[config.mk]
export PLATFORM = sky130hd
export DESIGN_NAME = iob_uart_mem_loader
export DESIGN_NICKNAME = d
export VERILOG_FILES = /design/src/rtl/iob_uart_mem_loader_pkg.sv /design/src/rtl/iob_uart_rx_core.sv /design/src/rtl/iob_uart_mem_loader.sv
export SDC_FILE = /design/constraint.sdc
export NUM_CORES = 1
export LEC_CHECK = 0
export CAP_MARGIN = 30
export CORE_MARGIN = 2
export CORE_UTILIZATION = 42
export CTS_CLUSTER_SIZE = 12
export DETAILED_ROUTE_END_ITERATION = 8
export PLACE_DENSITY = 0.73
export SLEW_MARGIN = 20
export SYNTH_ARGS = -nofsm -noshare
export SYNTH_HDL_FRONTEND = slang
export SYNTH_SLANG_ARGS = --single-unit
[constraint.sdc]
create_clock -name clk_i -period 3.2 [get_ports clk_i]
set_clock_uncertainty 0.2 [all_clocks]
set_input_delay 0.48 -clock clk_i [delete_from_list [all_inputs] [get_ports clk_i]]
set_output_delay 0.48 -clock clk_i [all_outputs]
set_load 0.005 [all_outputs]
[src/rtl/iob_uart_mem_loader_pkg.sv]
// Shared constants for the UART memory loader: 8N1 frame layout and the
// state encodings of the receiver and loader FSMs.
`timescale 1ns/1ps
package iob_uart_mem_loader_pkg;

  // 8N1 frame: one start bit, DATA_BITS data bits LSB first, one stop bit.
  localparam int DATA_BITS      = 8;
  localparam int BYTES_PER_WORD = 4;

  // Receiver FSM encodings.
  localparam logic [1:0] RX_IDLE  = 2'd0;
  localparam logic [1:0] RX_START = 2'd1;
  localparam logic [1:0] RX_DATA  = 2'd2;
  localparam logic [1:0] RX_STOP  = 2'd3;

  // Loader FSM encodings.
  localparam logic [1:0] L_IDLE = 2'd0;
  localparam logic [1:0] L_LOAD = 2'd1;
  localparam logic [1:0] L_DONE = 2'd2;

endpackage

[src/rtl/iob_uart_rx_core.sv]
// 8N1 UART receiver: input synchronizer, start-bit glitch rejection and
// centre-of-bit sampling. Emits one-cycle byte-valid and frame-error pulses.
`timescale 1ns/1ps
module iob_uart_rx_core
  import iob_uart_mem_loader_pkg::*;
#(
  parameter int BAUD_DIV = 434
) (
  input  logic                 clk_i,
  input  logic                 arst_n_i,
  input  logic                 cke_i,
  input  logic                 rxd_i,
  output logic                 byte_valid_o,
  output logic [DATA_BITS-1:0] byte_o,
  output logic                 frame_err_o
);

  localparam logic [15:0] HALF_LAST = 16'(BAUD_DIV / 2 - 1);
  localparam logic [15:0] BIT_LAST  = 16'(BAUD_DIV - 1);
  localparam logic [2:0]  LAST_BIT  = 3'(DATA_BITS - 1);

  logic                 rx_meta, rx_sync, rx_prev;
  logic [1:0]           state;
  logic [15:0]          baud_cnt;
  logic [2:0]           bit_cnt;
  logic [DATA_BITS-1:0] shift;

  // Two-flop synchronizer plus one delayed copy for falling-edge detection.
  // Resets to the idle-high line level so reset release never looks like a start.
  always_ff @(posedge clk_i or negedge arst_n_i) begin
    if (!arst_n_i) begin
      rx_meta <= 1'b1;
      rx_sync <= 1'b1;
      rx_prev <= 1'b1;
    end else if (cke_i) begin
      // NOTE: non-blocking assignments make each flop sample the previous stage's old value; blocking would collapse the chain into one flop.
      rx_meta <= rxd_i;
      rx_sync <= rx_meta;
      rx_prev <= rx_sync;
    end
  end

  // Receiver FSM: start-bit check at half a bit, then data and stop bits at bit centres.
  always_ff @(posedge clk_i or negedge arst_n_i) begin
    if (!arst_n_i) begin
      state        <= RX_IDLE;
      baud_cnt     <= '0;
      bit_cnt      <= '0;
      shift        <= '0;
      byte_valid_o <= 1'b0;
      frame_err_o  <= 1'b0;
    end else if (cke_i) begin
      byte_valid_o <= 1'b0;
      frame_err_o  <= 1'b0;
      case (state)
        RX_IDLE: begin
          baud_cnt <= '0;
          bit_cnt  <= '0;
          if (rx_prev && !rx_sync) state <= RX_START;
        end
        RX_START: begin
          if (baud_cnt == HALF_LAST) begin
            baud_cnt <= '0;
            // A line already back high at mid start bit was a glitch.
            state    <= rx_sync ? RX_IDLE : RX_DATA;
          end else begin
            baud_cnt <= baud_cnt + 16'd1;
          end
        end
        RX_DATA: begin
          if (baud_cnt == BIT_LAST) begin
            baud_cnt <= '0;
            shift    <= {rx_sync, shift[DATA_BITS-1:1]};
            bit_cnt  <= bit_cnt + 3'd1;
            if (bit_cnt == LAST_BIT) state <= RX_STOP;
          end else begin
            baud_cnt <= baud_cnt + 16'd1;
          end
        end
        RX_STOP: begin
          if (baud_cnt == BIT_LAST) begin
            baud_cnt <= '0;
            if (rx_sync) byte_valid_o <= 1'b1;
            else         frame_err_o  <= 1'b1;
            state <= RX_IDLE;
          end else begin
            baud_cnt <= baud_cnt + 16'd1;
          end
        end
        default: state <= RX_IDLE;
      endcase
    end
  end

  assign byte_o = shift;

endmodule

[src/rtl/iob_uart_mem_loader.sv]
// Loads a block of 32-bit words received over an 8N1 UART into an external
// t2p_be RAM. Bytes are packed little-endian; the write-port outputs are
// registered here and wired straight to the RAM write port.
`timescale 1ns/1ps
module iob_uart_mem_loader
  import iob_uart_mem_loader_pkg::*;
#(
  parameter int BAUD_DIV = 434,
  parameter int ADDR_W   = 16,
  parameter int DATA_W   = 32
) (
  input  logic                clk_i,
  input  logic                arst_n_i,
  input  logic                cke_i,
  input  logic                start_i,
  input  logic [ADDR_W-1:0]   base_addr_i,
  input  logic [ADDR_W-1:0]   word_cnt_i,
  input  logic                rs232_rxd_i,
  output logic                rs232_rts_o,
  output logic [DATA_W-1:0]   ext_mem_w_data_o,
  output logic [DATA_W/8-1:0] ext_mem_w_strb_o,
  output logic [ADDR_W-1:0]   ext_mem_w_addr_o,
  output logic                busy_o,
  output logic                done_o,
  output logic                frame_err_o
);

  logic                 rx_valid, rx_err;
  logic [DATA_BITS-1:0] rx_byte;

  logic [1:0]        state;
  logic [ADDR_W-1:0] base, target, word_idx;
  logic [1:0]        byte_idx;
  logic [23:0]       byte_buf;

  iob_uart_rx_core #(
    .BAUD_DIV (BAUD_DIV)
  ) u_rx (
    .clk_i        (clk_i),
    .arst_n_i     (arst_n_i),
    .cke_i        (cke_i),
    .rxd_i        (rs232_rxd_i),
    .byte_valid_o (rx_valid),
    .byte_o       (rx_byte),
    .frame_err_o  (rx_err)
  );

  // Loader FSM: arms on start, packs bytes into words, issues one write per word.
  always_ff @(posedge clk_i or negedge arst_n_i) begin
    if (!arst_n_i) begin
      // NOTE: every register here is a flop, not a RAM, so all of it is reset; a reset mid-load aborts and drops the partial word.
      state            <= L_IDLE;
      base             <= '0;
      target           <= '0;
      word_idx         <= '0;
      byte_idx         <= '0;
      byte_buf         <= '0;
      ext_mem_w_data_o <= '0;
      ext_mem_w_strb_o <= '0;
      ext_mem_w_addr_o <= '0;
      frame_err_o      <= 1'b0;
    end else if (cke_i) begin
      ext_mem_w_strb_o <= '0;
      if (start_i && state != L_LOAD) begin
        // A byte completing in this same cycle is dropped in favour of the start.
        base        <= base_addr_i;
        target      <= word_cnt_i;
        word_idx    <= '0;
        byte_idx    <= '0;
        byte_buf    <= '0;
        frame_err_o <= 1'b0;
        state       <= (word_cnt_i == '0) ? L_DONE : L_LOAD;
      end else if (state == L_LOAD) begin
        if (ext_mem_w_strb_o != '0 && word_idx == target) begin
          // The last word is being written this cycle.
          state <= L_DONE;
        end else if (rx_valid) begin
          if (byte_idx == 2'd3) begin
            ext_mem_w_data_o <= {rx_byte, byte_buf};
            ext_mem_w_strb_o <= '1;
            ext_mem_w_addr_o <= base + word_idx;  // wraps modulo 2^ADDR_W
            word_idx         <= word_idx + 1'b1;
          end else begin
            byte_buf[byte_idx*8 +: 8] <= rx_byte;
          end
          byte_idx <= byte_idx + 2'd1;
        end
      end
      if (rx_err) frame_err_o <= 1'b1;
    end
  end

  assign busy_o      = (state == L_LOAD);
  assign done_o      = (state == L_DONE);
  assign rs232_rts_o = busy_o;

endmodule

==> impl.org <==
** Timing
- The final max-slew violation count was 0.
- The worst path needs 2.88 ns of the cycle, external delays included.
- The worst pin sits at a relative slew slack of 51.4%.
- Setup violation total in the final timing report :: 0
- Final worst path period share :: 89.9%
- Post-Route Hold Slack :: 0.280 ns
- Based on the critical path, the design can be clocked at up to 0.348 GHz.
- Sum of negative setup slack :: 0 ns
- The number of hold violations in the final report came to 0.
- Setup repair after global routing left no endpoint under its margin.
- For the pin with the worst max-slew slack, the measured transition is 0.729 ns.

** Drt
- Initial drt markers :: 318
- # DRC :: 0
- For this block, the via count after detailed routing is 5872.
- Detailed-route wire length per cell :: 15.9 microns
- For this run, the detailed router's first-pass iteration total came to 5.
- The count of nets left with antenna violations once routing finished came out at 0.
- In the routed layout, each cell is associated on average with a via count of 5.31.
- Total Routed Length :: 17500 microns

** Min path
- Worst Hold Launch :: ext_mem_w_data_o[17]
- Counting instances, the worst hold path has a depth of 2.
- The tightest min-delay check is of the flop to flop type.
- Hold Path End :: ext_mem_w_data_o[17]

** Yosys
- Yosys printed 0 warnings.
- Count of unique library cells instantiated by Yosys :: 67
- In the synthesized netlist, the number of instances is 758.
- Share of synthesized area spent on multiplexers :: 10.3%
- A synthesized cell averages 10.5 sq um.
- Summing the areas of all fa, ha and maj instances in the mapped netlist gives 4.20% of the synthesized area.
- Xor and xnor area share after synthesis :: 3.76%
- Synthesis produced a netlist with a net count of 821.
- After synthesis the cells add up to 7920 sq um.
- Yosys mapped a number of flops with a built-in enable equal to 0.
- Share of the synthesized area in compound gates (AO/OA/AOI/OAI) :: 13.4%
- Proportion of synthesized flip-flops having asynchronous set or reset :: 100%
- For this run, the leading register cell type out of synthesis is sky130_fd_sc_hd__dfrtp_1.
- Simple logic cell fraction of the synthesized area :: 14.1%
- Largest family of logic cells by synthesized area :: simple AND/OR/NAND/NOR gates
- Synthesis-stage register bit count :: 160
- The share of the Yosys chip area taken by registers is 50.6%.

** Global routing
- Largest net degree at the start of global routing :: 77
- Initial antenna violation count :: 0
- Overall routing resource usage :: 18.3%
- Summed over all layers, the global routing overflow is 0.
- The first global-routing pass estimated 29200 microns of wire.
- Vias in the first global route :: 5732

** Placed design
- Routability congestion estimate from global placement :: 0.855
- After legalization and detailed placement, the total HPWL measured 12500 microns.
- During placement, the flow inserted port buffers numbering 92.
- Number of cells in the design after placement :: 1072

** Power
- For this design the ratio of total power to cell area is 638 nW/um^2.
- Largest vdd supply drop :: 0.444 mV
- The analysis attributes to cell leakage a power of 4.50 nW.

** Final layout
- Fraction of final layout cells sized beyond drive strength 1 :: 13.3%
- Net count reported at finish :: 921
- Diodes inserted :: 0
- Layout Cells excl Fill :: 1105
- The multi-input combinational cells in the finished layout cover a total of 3630 sq um.
- At the end of the flow the core is filled with cells to 52.8%.
- Layout-stage area growth over the synthesis result :: 24.0%
- Area of all sequential standard cells :: 4010 sq um
- Fill cells in the final layout number 1642.

** Floorplan
- Number of placement rows :: 50
- The floorplan step defined a die boundary enclosing 20000 sq um.
- Measured along the x axis, the die boundary spans 141 microns.
- 93 I/O pins were placed.
- Once the floorplan was initialized, standard cells occupied 42.6% of the core.
- Core region area :: 18600 sq um
- Die extent in y :: 141 microns

** Critical path
- Measured in cells, the most critical reg-to-reg path has a length of 7.
- Data on the critical path arrives at its endpoint at 2.98 ns.
- At the worst endpoint, the required time is 3.30 ns.
- In this run the critical register-to-register path is launched from word_idx[2].
- RR Endpoint :: ext_mem_w_addr_o[3]
- Setup CP Type :: flop to flop
- Setup slack on the worst reg-to-reg path comes out at 0.32 ns.
- Peak fanout along the critical path :: 29
- Element type at the critical path start :: flop
- Capturing element type of the critical path :: flop

** Clock network
- After clock tree synthesis, the clock-pin slew on the worst setup and hold paths is 0.06 ns.
- Number of buffers created by CTS :: 17
- Clock latency of the later-clocked register in the worst-skew pair :: 0.43 ns
- Maximum clock insertion buffer count :: 2
- The tree is rooted in a sky130_fd_sc_hd__clkbuf_16.
- CTS tree :: built
- CTS saw 160 sinks.
- H-tree levels :: 4

** Job
- Max-cap violations in this run came to 0.

** Run status
- Outcome :: finished clean
## sequential cells by signal, indices dropped and copies added, names as in the netlist, 3 cells and up, named ones only
register          cells
ext_mem_w_addr_o     16
byte_buf             24
target               16
u_rx.bit_cnt          3
base                 16
ext_mem_w_data_o     32
u_rx.baud_cnt        16
word_idx             16
u_rx.byte_o           8
## Yosys cell counts, drive strengths merged (2+ instances only)
master / number / area [sq um]
nand2: 120 / 453
a22oi: 2 / 15.0
o41a: 2 / 22.5
dfstp: 3 / 78.8
o22ai: 2 / 12.5
and2: 4 / 25.0
ha: 25 / 313
buf: 15 / 98.9
a31oi: 5 / 31.3
o221ai: 3 / 45.0
mux2i: 29 / 290
mux2: 47 / 529
o211ai: 3 / 36.3
a311oi: 2 / 17.5
nor3b: 3 / 22.5
a21oi: 25 / 125
nor3: 9 / 45.0
a211oi: 3 / 22.5
xnor2: 20 / 175
inv: 34 / 128
a2bb2oi: 2 / 17.5
a31o: 2 / 17.5
o21a: 9 / 67.6
a22o: 4 / 35.0
nor2: 25 / 93.8
and3: 9 / 56.3
xor2: 14 / 123
o31ai: 6 / 45.0
nand4: 10 / 62.6
o211a: 2 / 20.0
o21ai: 55 / 275
o2bb2ai: 3 / 26.3
or4: 2 / 18.8
o41ai: 3 / 26.3
clkbuf: 16 / 60.1
or3: 4 / 25.0
a21boi: 6 / 45.1
nand2b: 7 / 43.8
dfrtp: 157 / 3930
a21o: 12 / 90.1
nor4: 8 / 50.1
or2: 3 / 18.8
nor2b: 5 / 31.3
nor4b: 2 / 23.8
nand3: 24 / 120
## worst max-delay path by stage
stage,end,cells after the start,start,slack (ns)
6_report,ext_mem_w_addr_o[3],7,word_idx[2],0.32
5_1_grt,ext_mem_w_data_o[0],8,word_idx[2],0.17
4_1_cts,ext_mem_w_addr_o[3],7,word_idx[2],0.33
3_5_place_dp,ext_mem_w_addr_o[3],7,word_idx[2],0.34
3_3_place_gp,word_idx[2],7,word_idx[2],0.39
2_1_floorplan,word_idx[15],7,word_idx[2],0.61
## logic make-up after synthesis
group,Yosys count
fa+ha+maj,26
simple gates,238
buf+inv,66
mux,76
xor+xnor,34
compound gates,158
flops,160
## power breakdown
group	switching [mW]	leakage (nW)	internal, mW
logic	0.785	2.07	0.706
clock network	0.903	0.297	1.26
registers	0.253	2.14	2.36
## per-layer routing
metal / global-route usage [%] / vias up / wire (microns)
met5: 0 / - / 0
met4: 6.05 / 0 / 270
met3: 3.34 / 19 / 473
met2: 30.8 / 109 / 8600
met1: 24.1 / 2856 / 8180
li1: - / 2888 / -
## cell type report
class / instances / area share (%)
timing repair buffer: 112 / 11.6
sequential: 160 / 40.8
clock buffer: 17 / 4.33
clock inverter: 15 / 2.03
tap: 234 / 2.98
inverter: 35 / 1.34
multi-input combinational: 532 / 36.9
## repair_timing
item	4_1_cts	5_1_grt
hold endpoints to repair	51	0
hold buffers	1	0
buffers inserted	0	0
resized for setup	0	0
## critical path, stage by stage (launching register included)
cell                       delay [ns]
sky130_fd_sc_hd__dfrtp_1         0.47
sky130_fd_sc_hd__xor2_1          0.19
sky130_fd_sc_hd__or4_1           0.53
sky130_fd_sc_hd__or4_4           0.53
sky130_fd_sc_hd__o211ai_4        0.35
sky130_fd_sc_hd__buf_12          0.22
sky130_fd_sc_hd__buf_12          0.16
sky130_fd_sc_hd__o21ai_0         0.10
## metrics by stage
step	total power [mW]	area [sq um]	worst slack, ns
3_5_place_dp	4.14	9190	0.340
5_1_grt	6.61	9820	0.171
4_1_cts	6.31	9820	0.326
2_1_floorplan	3.66	7920	0.613
6_report	6.27	9820	0.324
3_3_place_gp	4.10	9190	0.389
## layout by cell type (no fill, tap or decap), types with 4 or more instances in the layout
master,n
sky130_fd_sc_hd__a21o_1,12
sky130_fd_sc_hd__buf_4,14
sky130_fd_sc_hd__nor2_1,25
sky130_fd_sc_hd__nand3_1,24
sky130_fd_sc_hd__o21a_1,9
sky130_fd_sc_hd__nand2b_1,7
sky130_fd_sc_hd__inv_1,34
sky130_fd_sc_hd__a21oi_1,25
sky130_fd_sc_hd__xor2_1,14
sky130_fd_sc_hd__clkbuf_16,17
sky130_fd_sc_hd__a21boi_0,5
sky130_fd_sc_hd__nand4_1,10
sky130_fd_sc_hd__and3_1,9
sky130_fd_sc_hd__mux2i_1,29
sky130_fd_sc_hd__dfrtp_1,157
sky130_fd_sc_hd__or3_1,4
sky130_fd_sc_hd__nor3_1,9
sky130_fd_sc_hd__nor4_1,8
sky130_fd_sc_hd__nor2b_1,5
sky130_fd_sc_hd__o21ai_0,53
sky130_fd_sc_hd__clkdlybuf4s50_1,91
sky130_fd_sc_hd__inv_6,4
sky130_fd_sc_hd__nand2_1,118
sky130_fd_sc_hd__a22o_1,4
sky130_fd_sc_hd__ha_1,25
sky130_fd_sc_hd__a31oi_1,5
sky130_fd_sc_hd__buf_12,5
sky130_fd_sc_hd__o31ai_1,6
sky130_fd_sc_hd__xnor2_1,20
sky130_fd_sc_hd__mux2_2,47
(Power assumes the default switching activity.)
